**src/rtl/any1_bitfield_packer.sv**
```systemverilog
// any1_bitfield_packer
// Streaming bitfield inserter. The packer takes fields of 1..DWIDTH bits and packs
// them LSB-first into DWIDTH-bit words. A field may straddle a word boundary. A flush
// emits the pending partial word, zero-padded above its valid bits.
// Optional feature: define ANY1_BFPACK_WCNT_EN to enable the word-transfer counter on
// wcnt_o. When the macro is undefined, wcnt_o is tied to zero.
module any1_bitfield_packer #(
    parameter int DWIDTH = 64,
    parameter int WW     = $clog2(DWIDTH)
) (
    input  logic              clk_i,
    input  logic              rst_i,
    input  logic              fld_valid_i,
    output logic              fld_ready_o,
    input  logic [DWIDTH-1:0] fld_dat_i,
    input  logic [WW-1:0]     fld_wid_i,
    input  logic              flush_i,
    output logic              flush_done_o,
    output logic              wrd_valid_o,
    input  logic              wrd_ready_i,
    output logic [DWIDTH-1:0] wrd_dat_o,
    output logic [WW:0]       wrd_bits_o,
    output logic [31:0]       wcnt_o
);

    typedef enum logic {RUN = 1'b0, FLUSH = 1'b1} state_t;

    state_t              state, state_nxt;
    logic [DWIDTH-1:0]   acc;
    logic [WW-1:0]       fill;

    logic                out_free;
    logic                accept;
    logic                xfer;
    logic [WW:0]         w;
    logic [DWIDTH-1:0]   f;
    logic [WW+1:0]       sum;
    logic                full;
    logic [2*DWIDTH-1:0] cmb;

    // Keeps the low 'width' bits. A width of DWIDTH shifts every ones bit out, so the
    // mask becomes all ones.
    function automatic logic [DWIDTH-1:0] field_mask(input logic [WW:0] width);
        return ~({DWIDTH{1'b1}} << width);
    endfunction

    assign out_free = ~wrd_valid_o | wrd_ready_i;
    assign accept   = fld_valid_i & fld_ready_o;
    assign xfer     = wrd_valid_o & wrd_ready_i;
    assign w        = {1'b0, fld_wid_i} + (WW+1)'(1);
    assign f        = fld_dat_i & field_mask(w);
    assign sum      = {2'b00, fill} + {1'b0, w};
    assign full     = (sum >= (WW+2)'(DWIDTH));
    assign cmb      = {{DWIDTH{1'b0}}, acc} | ({{DWIDTH{1'b0}}, f} << fill);

    // State register
    always_ff @(posedge clk_i or posedge rst_i) begin
        if (rst_i) state <= RUN;
        else       state <= state_nxt;
    end

    // Next state: a flush request leaves RUN and completes once the output slot is free
    always_comb begin
        state_nxt = state;
        case (state)
            RUN:     if (flush_i)  state_nxt = FLUSH;
            FLUSH:   if (out_free) state_nxt = RUN;
            default: state_nxt = RUN;
        endcase
    end

    // Field handshake: fields are accepted only in RUN when the output slot can take a word
    always_comb begin
        fld_ready_o = (state == RUN) & out_free;
    end

    // Accumulator and output word register; a load in the same cycle as a transfer wins.
    // DWIDTH is a power of two, so sum[WW-1:0] equals sum-DWIDTH on overflow.
    always_ff @(posedge clk_i or posedge rst_i) begin
        if (rst_i) begin
            acc          <= '0;
            fill         <= '0;
            wrd_valid_o  <= 1'b0;
            wrd_dat_o    <= '0;
            wrd_bits_o   <= '0;
            flush_done_o <= 1'b0;
        end else begin
            flush_done_o <= 1'b0;
            if (xfer) wrd_valid_o <= 1'b0;
            if (state == RUN) begin
                if (accept) begin
                    fill <= sum[WW-1:0];
                    if (full) begin
                        wrd_dat_o   <= cmb[DWIDTH-1:0];
                        wrd_bits_o  <= (WW+1)'(DWIDTH);
                        wrd_valid_o <= 1'b1;
                        acc         <= cmb[2*DWIDTH-1:DWIDTH];
                    end else begin
                        acc <= cmb[DWIDTH-1:0];
                    end
                end
            end else if (out_free) begin
                if (fill != '0) begin
                    wrd_dat_o   <= acc;
                    wrd_bits_o  <= {1'b0, fill};
                    wrd_valid_o <= 1'b1;
                end
                acc          <= '0;
                fill         <= '0;
                flush_done_o <= 1'b1;
            end
        end
    end

`ifdef ANY1_BFPACK_WCNT_EN
    // Words-emitted counter: counts every transfer and wraps naturally at 2^32
    always_ff @(posedge clk_i or posedge rst_i) begin
        if (rst_i)     wcnt_o <= '0;
        else if (xfer) wcnt_o <= wcnt_o + 32'd1;
    end
`else
    assign wcnt_o = 32'd0;
`endif

endmodule

```
**config.mk**
```make
export PLATFORM = sky130hd
export DESIGN_NAME = any1_bitfield_packer
export DESIGN_NICKNAME = d
export VERILOG_FILES = /design/src/rtl/any1_bitfield_packer.sv
export SDC_FILE = /design/constraint.sdc
export NUM_CORES = 1
export LEC_CHECK = 0
export ABC_AREA = 1
export CAP_MARGIN = 20
export CORE_ASPECT_RATIO = 1.25
export CORE_UTILIZATION = 50
export DETAILED_ROUTE_END_ITERATION = 16
export HOLD_SLACK_MARGIN = 0.03
export PLACE_DENSITY = 0.74
export REMOVE_ABC_BUFFERS = 1
export SETUP_SLACK_MARGIN = 0.2
export SYNTH_ARGS = -nofsm -noshare
export SYNTH_HDL_FRONTEND = slang
export SYNTH_SLANG_ARGS = --single-unit
```
**constraint.sdc**
```tcl
create_clock -name clk_i -period 5.4 [get_ports clk_i]
set_clock_uncertainty 0.1 [all_clocks]
set_input_delay 0.81 -clock clk_i [delete_from_list [all_inputs] [get_ports clk_i]]
set_output_delay 0.81 -clock clk_i [all_outputs]
set_load 0.02 [all_outputs]
```
==> out/results.ini <==
[run_status]
status=finished clean

[critical_path]
crit_path_max_incr_delay_ps=700
crit_fanout=23
worst-setup-path-type=input pin to flop
crit_path_end_kind=flop
r2r_slack_ps=1720
crit_path_cell_trace=clkdlybuf4s50_1, ha_1, inv_1, ha_1, inv_1, ha_1, nand3_1, nand3_1, nand2_1, a21oi_1, or2_1, a21oi_4, buf_12, nor2_2, clkinv_1, nor2_1, a31oi_1, nand2_1, nand2_1, o21ai_0
cp_top_family=buffers and inverters
critPathRequiredTime_ps=5670
crit_slowest_cell=clkdlybuf4s50_1
crit_path_start_kind=input pin
critPathBufInv=5
critPathArrivalTime_ps=5060

[sta]
hold_violations=0
slew_viol_final=0
fin_crit_sh_pct=88.7
setup_slack_ps=612
layout_min_cycle_time_ps=4790
rsz0062_at_grt=no
fin_setup_tns_ps=0
max_clock_freq_mhz=209
hold_ws_ps=380
maxSlewHeadroom_pct=35.1
worst_pin_slew_ps=972
setup_viol=0

[drt]
wl_met2_mm=25.2
wl_per_cell_um=23.3
dr.pass1.iters=8
drcViolationCount=0
wl_met3_mm=7.04
vias_per_cell=6.50
maxUsedRoutingLayer=met4
via_count=16400
drt_iter0_drc=2703
drt-met1-wl_mm=22.4
postRouteAntennaNets=0
routed_wl_mm=58.9

[cts]
cts_root_buf=clkbuf_16
cts_setup_buffers=0
cts_sinks=144
clkLatencyLatePin_ps=450
cts.clk_slew.worst_paths_ps=70
cts_tree=built
hold_buffers=0
cts-resized-gates=0
max-clock-path-buffers=2
numCtsBuffers=17
htree_num_levels=4

[floorplanning]
core-area_um2=25900
die_y_um=183
ios=181
die-area_um2=27000
initial_core_util_pct=50.8
dieWidth_um=147
rows=66

[finish]
fin_area_um2=15200
final_util_pct=58.6
fin_nets=2266
post_layout_nonfiller_instances=2530
final_common_cell=nand2_1
drive_gt1_share_pct=5.84
layout_common_cells=nand2_1 (679), nand3_1 (604), clkdlybuf4s50_1 (148)
num-fill-cells=2579
n_antenna_cell=0
area_growth_pct=15.4

[synth]
synth_cell_types=51
yosysWarnings=0
synth_area_um2=13200
syn_avg_cell_area_um2=6.19
yosysSeqAreaShare_pct=27.4
synth_top_area_share_pct=27.4
synth_top_area_cell=dfrtp_1
ys_seq_elements=144
synth_cells=2127
synthTopCellsByArea=dfrtp_1 (27%), nand3_1 (23%), nand2_1 (19%)

[place]
dpl_worst_slack_ps=313
dpl_cell_area_um2=14600
place.gp.congestion=1.04
dp_cells=2499
hpwlAfterDp_mm=43.5
place.port_buffers=148

[global_routing]
antenna_found_initial=0
grt_start_max_net_pins=91
grt_usage_pct=43.7
overflow=0
grt_first_pass_wirelength_mm=88.8
grt_pass1_vias=14900

[power_and_ir_drop]
p_leak_nw=7.38
peakVddDrop_v=0.000455
cellPowerDensity_nw_per_um2=664
finalPower_mw=10.1

[job]
cap_violations=0

[min_path]
min_path_type=flop to flop

sequential cells by signal, indices dropped and copies added, names as in the netlist:
| signal | count |
|---|---|
| wrd_valid_o | 1 |
| fill | 6 |
| flush_done_o | 1 |
| state | 1 |
| wrd_bits_o | 7 |
| wrd_dat_o | 64 |
| acc | 64 |
final timing paths:
path | cells past startpoint | endpoint | startpoint
max | 20 | acc[29] | fld_wid_i[1]
min | 2 | wrd_dat_o[52] | wrd_dat_o[52]
max reg2reg | 16 | acc[29] | fill[0]
min reg2reg | 2 | wrd_dat_o[52] | wrd_dat_o[52]
max in group asynchronous | 3 | acc[59] | rst_i
min in group asynchronous | 2 | acc[55] | rst_i
power by group:
| group | leakage, nW | total, mW | switching, mW | internal (mW) |
|---|---|---|---|---|
| Clock | 0.301 | 1.33 | 0.546 | 0.779 |
| Combinational | 5.18 | 6.90 | 4.85 | 2.06 |
| Sequential | 1.89 | 1.86 | 0.340 | 1.52 |
| Total | 7.38 | 10.1 | 5.73 | 4.35 |
kinds of logic after synthesis:
| logic type | Yosys count | share of synthesized area [%] |
|---|---|---|
| and+or+nand+nor | 1461 | 50.3 |
| buffers and inverters | 294 | 10.6 |
| AOI/OAI and AO/OA | 212 | 10.2 |
| DFF | 144 | 27.4 |
| adders and majority gates | 13 | 1.29 |
| xor gates and xnor gates | 2 | 0.133 |
| other | 1 | 0.0285 |
layer usage:
metal	global-route usage [%]	vias up
met4	27.3	0
met5	0	-
li1	-	7320
met2	66.1	1264
met3	9.55	262
met1	56.6	7599
cell usage after synthesis (all sizes together):
library cell	number
a21boi	1
a21o	1
a21oi	42
a22oi	10
a31oi	19
and2	5
buf	136
clkbuf	52
clkinv	3
conb	1
dfrtp	144
fa	1
ha	12
inv	103
nand2	688
nand3	617
nand3b	2
nand4	80
nor2	63
nor3	2
o211ai	46
o21a	2
o21ai	63
o21bai	1
o221ai	15
o22ai	11
o31ai	1
or2	4
xnor2	1
xor2	1
worst min-delay path: stages (launching register included):
cell and delay (ps):
dfrtp_1 340, nand2_1 50, nand2_1 50
final cells by class:
class,instances,area (µm²),share of cell area (%)
clock buffer,17,425,2.80
clock inverter,14,201,1.33
inverter,106,405,2.67
multi-input combinational,1720,8300,54.6
sequential,144,3610,23.8
tap,340,425,2.80
timing repair buffer,189,1830,12.0
(Power assumes the default switching activity.)
